**src/rtl/fifo_pkg.sv**
```systemverilog
// Shared async-FIFO definitions: geometry, pointer type and Gray conversions
// used by both the read-side and write-side controllers.
package fifo_pkg;

  localparam int unsigned FIFO_ADDR_WIDTH = 5;
  localparam int unsigned DEPTH           = 1 << FIFO_ADDR_WIDTH;
  localparam int unsigned PTR_WIDTH       = FIFO_ADDR_WIDTH + 1;

  typedef logic [PTR_WIDTH-1:0] ptr_t;

  function automatic ptr_t bin2gray(input ptr_t bin);
    return bin ^ (bin >> 1);
  endfunction

  function automatic ptr_t gray2bin(input ptr_t gray);
    ptr_t bin;
    bin[PTR_WIDTH-1] = gray[PTR_WIDTH-1];
    for (int i = int'(PTR_WIDTH) - 2; i >= 0; i--) begin
      bin[i] = bin[i+1] ^ gray[i];
    end
    return bin;
  endfunction

endpackage

```
**src/rtl/ptr_sync.sv**
```systemverilog
// Multi-flop synchronizer for a Gray pointer crossing into the local clock.
// Also exposes the input of the last stage so consumers can register from it.
module ptr_sync
  import fifo_pkg::*;
#(
  parameter int unsigned SYNC_STAGES = 2,
  parameter int unsigned WIDTH       = PTR_WIDTH
) (
  input  logic             i_clk,
  input  logic             i_clr,
  input  logic [WIDTH-1:0] i_ptr,
  output logic [WIDTH-1:0] o_ptr,
  output logic [WIDTH-1:0] o_ptr_next
);

  logic [WIDTH-1:0] r_stage [SYNC_STAGES];

  always_ff @(posedge i_clk) begin
    if (i_clr) begin
      for (int i = 0; i < int'(SYNC_STAGES); i++) begin
        r_stage[i] <= '0;
      end
    end else begin
      r_stage[0] <= i_ptr;
      for (int i = 1; i < int'(SYNC_STAGES); i++) begin
        r_stage[i] <= r_stage[i-1];
      end
    end
  end

  assign o_ptr      = r_stage[SYNC_STAGES-1];
  assign o_ptr_next = r_stage[SYNC_STAGES-2];

endmodule

```
**src/rtl/fifo_rd_ctrl.sv**
```systemverilog
// Read-domain controller of the async FIFO: read pointer, synchronized write
// pointer, empty/almost-empty/underflow flags, level, count and read data.
module fifo_rd_ctrl
  import fifo_pkg::*;
#(
  parameter int unsigned DATA_WIDTH  = 32,
  parameter int unsigned ADDR_WIDTH  = FIFO_ADDR_WIDTH,
  parameter int unsigned SYNC_STAGES = 2
) (
  input  logic                  rclk,
  input  logic                  sw_rst,
  input  logic                  read_enable,
  input  logic [ADDR_WIDTH-1:0] aempty_value,
  input  logic [ADDR_WIDTH:0]   wptr_gray,
  input  logic [DATA_WIDTH-1:0] mem_rdata,
  output logic [ADDR_WIDTH-1:0] raddr,
  output logic [ADDR_WIDTH:0]   rptr_gray,
  output logic [DATA_WIDTH-1:0] rdata,
  output logic                  rdata_valid,
  output logic                  rempty,
  output logic                  rd_almost_empty,
  output logic                  underflow,
  output logic [ADDR_WIDTH:0]   fifo_read_count,
  output logic [ADDR_WIDTH:0]   rd_level
);

  // Pointer arithmetic is shared with the package helpers, so geometry must match.
  if (ADDR_WIDTH != FIFO_ADDR_WIDTH || SYNC_STAGES < 2) begin : g_param_check
    $error("fifo_rd_ctrl: ADDR_WIDTH must match fifo_pkg and SYNC_STAGES must be >= 2");
  end

  ptr_t                  r_rptr_bin;
  ptr_t                  r_rptr_gray;
  ptr_t                  r_count;
  ptr_t                  r_level;
  logic [DATA_WIDTH-1:0] r_rdata;
  logic                  r_rdata_valid;
  logic                  r_rempty;
  logic                  r_aempty;
  logic                  r_underflow;

  ptr_t                  w_wq_gray;
  ptr_t                  w_wq_gray_next;
  ptr_t                  w_wq_bin_next;
  ptr_t                  w_rptr_bin_next;
  ptr_t                  w_rptr_gray_next;
  ptr_t                  w_level_next;
  logic                  w_accept;

  ptr_sync #(
    .SYNC_STAGES (SYNC_STAGES),
    .WIDTH       (PTR_WIDTH)
  ) u_wptr_sync (
    .i_clk      (rclk),
    .i_clr      (sw_rst),
    .i_ptr      (wptr_gray),
    .o_ptr      (w_wq_gray),
    .o_ptr_next (w_wq_gray_next)
  );

  // Next-state pointers; flags are registered from these so they never lag a read.
  always_comb begin
    w_accept         = read_enable & ~r_rempty;
    w_rptr_bin_next  = r_rptr_bin + PTR_WIDTH'(w_accept);
    w_rptr_gray_next = bin2gray(w_rptr_bin_next);
    w_wq_bin_next    = gray2bin(w_wq_gray_next);
    w_level_next     = w_wq_bin_next - w_rptr_bin_next;
  end

  always_ff @(posedge rclk) begin
    if (sw_rst) begin
      r_rptr_bin    <= '0;
      r_rptr_gray   <= '0;
      r_count       <= '0;
      r_level       <= '0;
      r_rdata       <= '0;
      r_rdata_valid <= 1'b0;
      r_rempty      <= 1'b1;
      r_aempty      <= 1'b1;
      r_underflow   <= 1'b0;
    end else begin
      r_rptr_bin    <= w_rptr_bin_next;
      r_rptr_gray   <= w_rptr_gray_next;
      r_count       <= r_count + PTR_WIDTH'(w_accept);
      r_level       <= w_level_next;
      r_rdata_valid <= w_accept;
      r_rempty      <= (w_rptr_gray_next == w_wq_gray_next);
      r_aempty      <= (w_level_next <= {1'b0, aempty_value});
      r_underflow   <= read_enable & r_rempty;
      if (w_accept) begin
        r_rdata <= mem_rdata;
      end
    end
  end

  // Registered level/empty must always agree with the current pointer pair.
  always @(posedge rclk) begin
    if (!sw_rst) begin
      assert ((r_level == ptr_t'(gray2bin(w_wq_gray) - r_rptr_bin)) &&
              (r_rempty == (r_level == '0)));
    end
  end

  assign raddr           = r_rptr_bin[ADDR_WIDTH-1:0];
  assign rptr_gray       = r_rptr_gray;
  assign rdata           = r_rdata;
  assign rdata_valid     = r_rdata_valid;
  assign rempty          = r_rempty;
  assign rd_almost_empty = r_aempty;
  assign underflow       = r_underflow;
  assign fifo_read_count = r_count;
  assign rd_level        = r_level;

endmodule

```
**config.mk**
```make
export PLATFORM = sky130hd
export DESIGN_NAME = fifo_rd_ctrl
export DESIGN_NICKNAME = d
export VERILOG_FILES = /design/src/rtl/fifo_pkg.sv /design/src/rtl/ptr_sync.sv /design/src/rtl/fifo_rd_ctrl.sv
export SDC_FILE = /design/constraint.sdc
export NUM_CORES = 1
export LEC_CHECK = 0
export CAP_MARGIN = 20
export CORE_MARGIN = 2
export CORE_UTILIZATION = 43
export DETAILED_ROUTE_END_ITERATION = 12
export GPL_ROUTABILITY_DRIVEN = 0
export MAX_ROUTING_LAYER = met4
export PLACE_DENSITY = 0.83
export RECOVER_POWER = 100
export SLEW_MARGIN = 20
export SYNTH_ARGS = -nofsm -noshare
export SYNTH_HDL_FRONTEND = slang
export SYNTH_SLANG_ARGS = --single-unit
```
**constraint.sdc**
```tcl
create_clock -name rclk -period 4.5 [get_ports rclk]
set_input_delay 0.675 -clock rclk [delete_from_list [all_inputs] [get_ports rclk]]
set_output_delay 0.675 -clock rclk [all_outputs]
set_load 0.03 [all_outputs]
```
==> metrics.md <==
| Metric | Value |
|---|---|
| P_sw | 0.000416 W |
| Simple-Gate Fraction of Synth Area | 0.189 |
| Total CTS buffers | 9 |
| Via Count | 2353 |
| Vias/cell | a little under 5 |
| CP max-delay cell | dlygate4sd3_1 |
| Type of the worst min-delay path | reg -> reg |
| CP Launch Type | input port |
| #FFs+latches synth | between 60 and 70 |
| Share of flip-flops with an asynchronous set or reset | 0 |
| Worst clock skew | approximately 0.0063 ns |
| Syn_nets | between 300 and 400 |
| Synth Area in Adders | 0.0727 |
| Worst path most repeated cell | ha_1 |
| Layout net count | between 400 and 500 |
| Period utilization | 0.839 |
| Post-route setup TNS | 0 ns |
| Starting DRC count in detailed routing | 108 |
| Multiplexer share of the synthesized area | 0.00373 |
| Initial antenna violation count | 0 |
| Clock share of power | 0.346 |
| Library cells used by synthesis | 32 |
| Least-Margin Pin Slew | roughly 2.6 ns |
| Max VDD drop | ~190 uV |
| Global-route wire length before repair | 10600 microns |
| HP Start | rdata[6] |
| Clock transition at path regs | roughly 0.06 ns |
| Setup WS pre-CTS | between 0.7 and 0.8 ns |
| GRT Residual Overflow | 0 |
| CP required | 4.74 ns |
| Largest net degree at the start of global routing | 61 |
| Final Max Slew Viols | 61 |
| Gr usage total | 0.195 |
| Area delta synth->final | 47.7% |
| Power, Total | approximately 0.0015 W |
| RSZ-0062 raised after global routing | no |
| IO buf count | 104 |
| DIE WIDTH | 83 microns |
| Crit Path Max Fanout | 6 |
| CP Launch Point | read_enable |
| Compound-Gate Fraction of Synth Area | 0.105 |
| Row count | 28 |
| P per Cell Area | approximately 380 nW/um^2 |
| Hold Fails Final Rpt | 0 |
| Clk Latency, worst-skew pair | around 0.33 ns |
| CP arrival | 4.02 ns |
| Number of synthesized flops with an enable pin | 0 |
| Sw Share | 0.277 |
| Cell area after synthesis | between 2000 and 3000 sq um |
| FMAX | 265 MHz |
| Leak | 1.70 nW |
| Final setup viols | 0 |
| Sequential power share | 0.419 |
| Crit path buffers/inverters | 2 |
| CP endpoint kind | flop |
| H-tree level count | 3 |
| Setup CP Type | in -> reg |
| PnR worst setup slack | a little over 0.7 ns |
| Synthesis Warnings | 0 |
| Post-CTS sizing | 0 |
| Initial Util | 0.448 |
| Hpwl dp | around 4600 microns |
| XOR/XNOR share of the synthesized area | 0.106 |
| Hold_buf cts | 0 |
| Die Ht | a little over 80 microns |
| N_diodes | 0 |
| CP max stage delay | approximately 0.56 ns |
| Largest family of logic cells by synthesized area | simple AND/OR/NAND/NOR gates |
| Post-CTS Setup Bufs | 0 |
| Core Area | approximately 6000 sq um |
| Failing checks | max-capacitance violations, max-slew violations |
| Fin crit period | roughly 3.8 ns |
| Part of the Yosys area used for sequential elements | 0.485 |
| Antenna-violating nets left | 0 |
| Top_reg_cell synth | dfxtp_1 |
| Vias in the first global route | roughly 2300 |
| Max-slew headroom | -0.714 |
| # IOs | ~110 |
| Syn Inst Count | between 300 and 400 |
| Cells along the critical path | dlygate4sd3_1 -> nand2b_1 -> inv_1 -> ha_1 -> ha_1 -> xnor2_1 -> ha_1 -> a21o_1 -> a21oi_1 -> xnor2_1 -> ha_1 -> mux2i_1 -> a21oi_1 -> o31ai_1 |
| Drt drc | 0 |
| Synthesized area per cell | between 8 and 9 sq um |
| Share of layout cells above drive strength 1 | 0.0365 |
| Root Driver | clkbuf_8 |
| CTS tree | done |
| Clk sink count | 65 |
| CP delay by family, top | adder cells |
| Fin Hold WS | 0.449 ns |
| Status | complete, but fails checks |
| # fillers | slightly above 500 |
| Worst reg2reg path startpoint | u_wptr_sync.r_stage[0][4] |
| Drt wl/cell | roughly 13 microns |
| Final WL | ~6500 microns |
| Combinational Power Share | 0.235 |
| First-pass iteration count of the detailed router | 5 |
| Max_cap viols | 1 |
| Die area | ~7000 sq um |
| Deepest clock path buffer count | 2 |
| Power Internal | 0.00109 W |
-- registers in the layout (all words and copies together), names as in the netlist --
register / count
underflow: 1
rd_level: 6
u_wptr_sync.r_stage: 6
rptr_gray: 5
rdata: 32
rempty: 1
r_rptr_bin: 6
fifo_read_count: 6
rdata_valid: 1
rd_almost_empty: 1
-- final timing paths --
path / end / slack (ns) / depth (start not counted)
worst min-delay path: rdata[6] / 0.45 / 2
worst max register to register: rd_almost_empty / 1.01 / 15
worst max-delay path: rd_almost_empty / 0.72 / 14
worst min register to register: rdata[6] / 0.45 / 2
-- cells in the final DEF, fill, tap and decap left out, types with 5 or more instances in the layout --
cell type        count
dfxtp_1             65
nor2_1              19
nor2b_1             12
xor2_1               9
clkbuf_8             9
nand2_1             68
dlygate4sd3_1       60
a21oi_1             38
inv_1               11
clkbuf_1             5
xnor2_1             20
ha_1                14
clkdlybuf4s50_1     43
-- metal layers --
metal / track usage / share of wire / routed length (microns) / vias up
met4: 0.0760 / 0.015 / 95 / 0
li1: - / - / - / 1191
met3: 0.0606 / 0.062 / 400 / 8
met2: 0.312 / 0.48 / 3130 / 99
met5: - / 0 / 0 / -
met1: 0.229 / 0.44 / 2840 / 1055
-- cell type report --
class,instances,area [sq um],area share
sequential,65,1300,0.328
clock buffer,13,139,0.0350
timing repair buffer,106,1050,0.265
clock inverter,3,65.1,0.0164
multi-input combinational,213,1270,0.321
inverter,11,41.3,0.0104
tap,75,93.8,0.0237
-- Yosys cell counts (2+ instances only) --
cell,instances,share of area
clkbuf_1,14,0.020
nor2b_1,12,0.028
dfxtp_1,65,0.48
and3_1,2,0.0047
nor2_1,19,0.027
nand4_1,2,0.0047
xor2_1,9,0.029
nand3_1,4,0.0075
xnor2_1,19,0.062
o21ai_0,4,0.0075
nand2_1,68,0.095
o21a_1,3,0.0084
ha_1,14,0.065
and2_1,4,0.0093
a21oi_1,38,0.071
buf_1,2,0.0028
inv_1,11,0.015
-- cell families (layout without fill, tap and decap cells) --
| kind of cell | after synthesis | count (layout) |
|---|---|---|
| fa+ha+maj | 15 | 15 |
| compound gates | 51 | 51 |
| flops | 65 | 65 |
| simple gates | 116 | 116 |
| mux | 1 | 1 |
| xor+xnor | 30 | 30 |
| buf+inv | 27 | 133 |
-- stage by stage --
stage | utilization | instances | area (sq um)
final | 0.662 | 486 | 3960
after floorplan | - | 305 | 2680
after global routing | 0.662 | 486 | 3960
after detailed placement | 0.629 | 470 | 3770
after CTS | 0.663 | 486 | 3970
after global placement | 0.629 | 470 | 3770
-- power groups by stage --
| stage | Sequential (W) | Combinational (W) | Clock [W] |
|---|---|---|---|
| 6_report | 0.000630 | 0.000353 | 0.000520 |
| 5_1_grt | 0.000634 | 0.000386 | 0.000563 |
| 4_1_cts | 0.000632 | 0.000370 | 0.000533 |
| 3_5_place_dp | 0.000645 | 0.000368 | 0 |
| 3_3_place_gp | 0.000643 | 0.000361 | 0 |
| 2_1_floorplan | 0.000713 | 0.000154 | 0 |
-- worst min-delay path, stage by stage (launching register included) --
cell     delay, ns
dfxtp_1       0.30
nand2_1       0.05
a21oi_1       0.05
No activity file was read; power rests on OpenSTA's default activity.
